$ cat src/rtl/ysyx_22050039_lsu.sv
// ============================================================================
// Module      : ysyx_22050039_lsu
// Description : Load/store unit. One aligned 64-bit bus transaction per
//               memory instruction; passthrough for non-memory results.
// Revision    : 1.0 - initial release
// ============================================================================
`default_nettype none

module ysyx_22050039_lsu #(
  parameter int XLEN = 64
) (
  input  logic            clk,
  input  logic            rst,
  input  logic            in_valid,
  output logic            in_ready,
  input  logic            in_mem,
  input  logic [3:0]      in_op,
  input  logic [XLEN-1:0] in_addr,
  input  logic [XLEN-1:0] in_wdata,
  output logic            out_valid,
  input  logic            out_ready,
  output logic [XLEN-1:0] out_data,
  output logic            out_misalign,
  output logic            mem_req_valid,
  input  logic            mem_req_ready,
  output logic [XLEN-1:0] mem_addr,
  output logic            mem_wen,
  output logic [XLEN-1:0] mem_wdata,
  output logic [7:0]      mem_wmask,
  input  logic            mem_resp_valid,
  input  logic [XLEN-1:0] mem_rdata
);

  typedef enum logic [1:0] {
    IDLE = 2'd0,
    REQ  = 2'd1,
    WAIT = 2'd2,
    DONE = 2'd3
  } state_t;

  state_t          r_state;
  state_t          w_state_nxt;
  logic [3:0]      r_op;
  logic [2:0]      r_off;
  logic            w_misalign;
  logic [7:0]      w_mask;
  logic [XLEN-1:0] w_shifted;
  logic [XLEN-1:0] w_load;

  assign in_ready      = (r_state == IDLE);
  assign out_valid     = (r_state == DONE);
  assign mem_req_valid = (r_state == REQ);

  always_comb begin
    w_misalign = 1'b0;
    w_mask     = 8'hFF;
    case (in_op[1:0])
      2'd0: begin
        w_mask = 8'h01 << in_addr[2:0];
      end
      2'd1: begin
        w_misalign = in_addr[0];
        w_mask     = 8'h03 << in_addr[2:0];
      end
      2'd2: begin
        w_misalign = |in_addr[1:0];
        w_mask     = 8'h0F << in_addr[2:0];
      end
      default: begin
        w_misalign = |in_addr[2:0];
        w_mask     = 8'hFF;
      end
    endcase
  end

  // Bring the addressed lane down to bit 0, then truncate and extend by size.
  assign w_shifted = mem_rdata >> {r_off, 3'b000};

  always_comb begin
    w_load = w_shifted;
    case (r_op[1:0])
      2'd0: w_load = r_op[2] ? {{(XLEN-8){1'b0}}, w_shifted[7:0]}
                             : {{(XLEN-8){w_shifted[7]}}, w_shifted[7:0]};
      2'd1: w_load = r_op[2] ? {{(XLEN-16){1'b0}}, w_shifted[15:0]}
                             : {{(XLEN-16){w_shifted[15]}}, w_shifted[15:0]};
      2'd2: w_load = r_op[2] ? {{(XLEN-32){1'b0}}, w_shifted[31:0]}
                             : {{(XLEN-32){w_shifted[31]}}, w_shifted[31:0]};
      default: w_load = w_shifted;
    endcase
  end

  always_comb begin
    w_state_nxt = r_state;
    case (r_state)
      IDLE: if (in_valid) w_state_nxt = (in_mem && !w_misalign) ? REQ : DONE;
      REQ:  if (mem_req_ready) w_state_nxt = WAIT;
      WAIT: if (mem_resp_valid) w_state_nxt = DONE;
      DONE: if (out_ready) w_state_nxt = IDLE;
      default: w_state_nxt = IDLE;
    endcase
  end

  always_ff @(posedge clk) begin
    if (rst) r_state <= IDLE;
    else     r_state <= w_state_nxt;
  end

  always_ff @(posedge clk) begin
    if (rst) begin
      r_op         <= '0;
      r_off        <= '0;
      out_data     <= '0;
      out_misalign <= 1'b0;
      mem_addr     <= '0;
      mem_wen      <= 1'b0;
      mem_wdata    <= '0;
      mem_wmask    <= '0;
    end else begin
      case (r_state)
        IDLE: begin
          if (in_valid) begin
            r_op         <= in_op;
            r_off        <= in_addr[2:0];
            out_misalign <= in_mem & w_misalign;
            out_data     <= in_mem ? '0 : in_addr;
            mem_addr     <= {in_addr[XLEN-1:3], 3'b000};
            mem_wen      <= in_op[3];
            mem_wdata    <= in_wdata << {in_addr[2:0], 3'b000};
            mem_wmask    <= in_op[3] ? w_mask : 8'h00;
          end
        end
        WAIT: begin
          if (mem_resp_valid) out_data <= r_op[3] ? '0 : w_load;
        end
        DONE: begin
          if (out_ready) out_misalign <= 1'b0;
        end
        default: begin
        end
      endcase
    end
  end

endmodule

`default_nettype wire

$ cat config.mk
export PLATFORM = sky130hd
export DESIGN_NAME = ysyx_22050039_lsu
export DESIGN_NICKNAME = d
export VERILOG_FILES = /design/src/rtl/ysyx_22050039_lsu.sv
export SDC_FILE = /design/constraint.sdc
export NUM_CORES = 1
export LEC_CHECK = 0
export ABC_AREA = 1
export CAP_MARGIN = 20
export CORE_AREA = 2 2 161 163
export DETAILED_ROUTE_END_ITERATION = 16
export DIE_AREA = 0 0 163 165
export PLACE_DENSITY_LB_ADDON = 0.1
export SYNTH_ARGS = -nofsm -noshare
export SYNTH_HDL_FRONTEND = slang
export SYNTH_SLANG_ARGS = --single-unit
$ cat constraint.sdc
create_clock -name clk -period 4.12 [get_ports clk]
set_input_delay 0.824 -clock clk [delete_from_list [all_inputs] [get_ports clk]]
set_output_delay 0.824 -clock clk [all_outputs]
set_load 0.05 [all_outputs]
==> metrics.md <==
| Metric | Value |
|---|---|
| CTS Buf Count | 23 |
| Filler cells | 2199 |
| Max Cap Viol | 0 |
| Avg Cell Area, Syn | 6.737 sq um |
| Grt total ovfl | 0 |
| Clk buf depth | 3 |
| Cells after Synth | 1731 |
| Arrival time at the worst endpoint | 2.20 ns |
| Largest net degree at the start of global routing | a little over 80 |
| TritonCTS clock tree | done |
| Initial Util | 46.58% |
| Status | finished clean |
| Port bufs | 404 |
| Slew Viols, Final | 0 |
| Worst slew margin | 35.45% |
| Area after DPL | between 0.015 and 0.02 sq mm |
| CTS root buf | clkbuf_16 |
| Postcts setup bufs | 0 |
| Number of routed nets with antenna violations | 0 |
| FF+latch area | 0.004146 sq mm |
| Reg2reg setup slack | ~1.5 ns |
| Clock-pin slew on the worst setup and hold paths | 0.06 ns |
| Fmax | ~0.33 GHz |
| Sink Count | around 210 |
| DR WL/cell | 20.11 um |
| Met2 usage | between 60 and 70% |
| R2R depth | 7 |
| Clock skew | 0.006742 ns |
| CP max FO | 7 |
| Xor/xnor share of the synthesized area | 0% |
| Layout cells sized above 1 | about 9% |
| Final min period | 3.022 ns |
| Seq/Total Area, Yosys | 35.53% |
| H-tree depth | 1 |
| Clock latency on the worst-skew pair | roughly 0.53 ns |
| Hold_buf cts | 0 |
| Simple-Gate Fraction of Synth Area | about a quarter |
| Worst slew pin tran | 0.9669 ns |
| Final Cell Area | 0.01648 sq mm |
| Pwr Density | 763.8 mW/mm^2 |
| Crit share post-route | ~73% |
| DR vias/cell | 5.679 |
| Crit Path Category | register to output port |
| Complex-gate fraction of the synthesized area | 29.91% |
| Die area | 0.02690 sq mm |
| Chip height | 165 um |
| Num ports | 408 |
| Routing usage on met1 | 39.80% |
| Lkg Pwr | 6.335 nW |
| Initial DRC count | 1512 |
| Final Hold Fails | 0 |
| Post-cts sizing count | 0 |
| Hold Path Depth | 2 |
| Routed wire length | 48020 um |
| Mux share of post-synthesis cell area | 0.5150% |
| Critical Path Source Type | register |
| Required @ worst endpoint | 3.30 ns |
| Unique masters post-synth | between 40 and 50 |
| Placed wire-length estimate | 35460 um |
| CP Capture Type | output port |
| Global-route wire length before repair | 72520 um |
| Most Crowded Layer GR | met2 |
| Yosys warning count | 0 |
| Setup TNS | 0 ns |
| Adder-cell share of the synthesized area | 0.8583% |
| Final setup viols | 0 |
| Initial antenna violation count | 2 |
| Synth-to-layout area growth | 41.33% |
| Peak VDD IR | 0.5398 mV |
| DR DRC count | 0 |
| Main combinational cell family by area after synthesis | compound AO/OA/AOI/OAI gates |
| GR Util met3 | approximately 5.6% |
| Multi-input logic area | ~0.0065 sq mm |
| Number of global-route vias before repair | 12910 |
| Post-Syn Area | 0.01166 sq mm |
| Core area | 0.02504 sq mm |
| Row count | 58 |
| GPL Wtd Cong | 0.9527 |
| Drt pass-1 iters | 7 |
| Worst Hold Slack | 0.4672 ns |
| GRT Overall Usage | 34.50% |
| Post-layout net count | 2251 |
| DR vias | 13561 |
| #FFs+latches synth | slightly above 200 |
| Die Wd | 163 um |
| Worst hold path class | register to register |
| RSZ-0062 raised after global routing | no |
state kept, by name, indices dropped and copies added (netlist names):
signal        flops
mem_addr         61
mem_wdata        64
mem_wen           1
mem_wmask         8
out_data         64
out_misalign      1
r_off             3
r_op              3
r_state           2
layout by cell type (no fill, tap or decap), drive strengths merged:
cell type      count
o22ai             20
nor2             180
ha                 8
bufinv             4
o21ai            314
nor3               6
mux2i              6
diode              2
a21oi            181
or2               17
conb               3
o221ai             2
o221a              5
buf               31
a211oi             1
a22oi              1
o211ai            15
dfxtp            207
clkdlybuf4s50    402
inv               86
nand3             84
clkinvlp           1
clkinv             7
a31oi             73
o311ai             1
a221oi             6
and2               1
o21a               3
nand2            357
a41oi              1
o31ai              2
or3                1
clkbuf            30
final cells by class:
cell class | count | area share [%]
well taps | 330 | 2.505
clock inverters | 11 | 1.070
multi-input cells | 1288 | 39.41
inverters | 87 | 2.019
clock buffers | 30 | 4.016
diodes | 2 | 0.03037
flip-flops and latches | 207 | 25.16
repair buffers | 433 | 25.80
final timing paths:
check	start	endpoint
setup / recovery	r_state[0]$_SDFFE_PP0P_	in_ready
hold / removal	mem_wdata[0]$_SDFFE_PP0P_	mem_wdata[0]$_SDFFE_PP0P_
setup reg to reg	r_state[0]$_SDFFE_PP0P_	mem_addr[10]$_SDFFE_PP0P_
hold reg to reg	mem_wdata[0]$_SDFFE_PP0P_	mem_wdata[0]$_SDFFE_PP0P_
routing by layer:
metal / part of all wire [%] / vias to the layer above
met1: 37 / 6205
met2: 49 / 716
met3: 8.0 / 132
met5: 0.025 / -
met4: 5.7 / 2
li1: - / 6506
cell families after synthesis:
family	Yosys count
adders and majority gates	8
muxes	6
other	1
AOI/OAI and AO/OA	625
DFF	207
buffers and inverters	238
and+or+nand+nor	646
cell usage after synthesis, drive strengths merged:
master	n	area, sq um
nand2	357	1386
o21ai	314	1572
dfxtp	207	4144
a21oi	181	1026
nor2	180	680.7
clkbuf	95	356.6
inv	84	317.8
nand3	84	595.6
a31oi	73	456.7
buf	56	364.1
o22ai	20	125.1
or2	17	106.4
o211ai	15	112.6
ha	8	100.1
a221oi	6	52.55
mux2i	6	60.06
nor3	6	35.03
o221a	5	56.30
clkinv	3	11.26
o21a	3	22.52
o221ai	2	17.52
o31ai	2	15.01
a211oi	1	7.510
a22oi	1	7.510
a41oi	1	8.760
and2	1	6.260
conb	1	3.750
o311ai	1	8.760
or3	1	6.260
power by group:
group          internal, mW  switching [mW]
Clock                  1.39           0.896
Combinational          2.21            5.13
Sequential             2.62           0.348
Total                  6.22            6.37
stage by stage:
stage / power, mW / util [%] / cells / setup WS (ns)
floorplan: 8.020 / - / 1733 / 2.034
global placement: 10.19 / 62.46 / 2345 / 1.090
detailed placement: 10.25 / 62.46 / 2345 / 1.050
CTS: 12.56 / 65.81 / 2386 / 1.101
global route: 13.21 / 65.82 / 2387 / 1.050
finish: 12.59 / 65.83 / 2388 / 1.098
critical path, cell delays in order (launching register included):
cell and delay (ns):
dfxtp_1 0.34, inv_1 0.09, ha_1 0.35, clkdlybuf4s50_1 0.88
No activity file was read; power rests on OpenSTA's default activity.
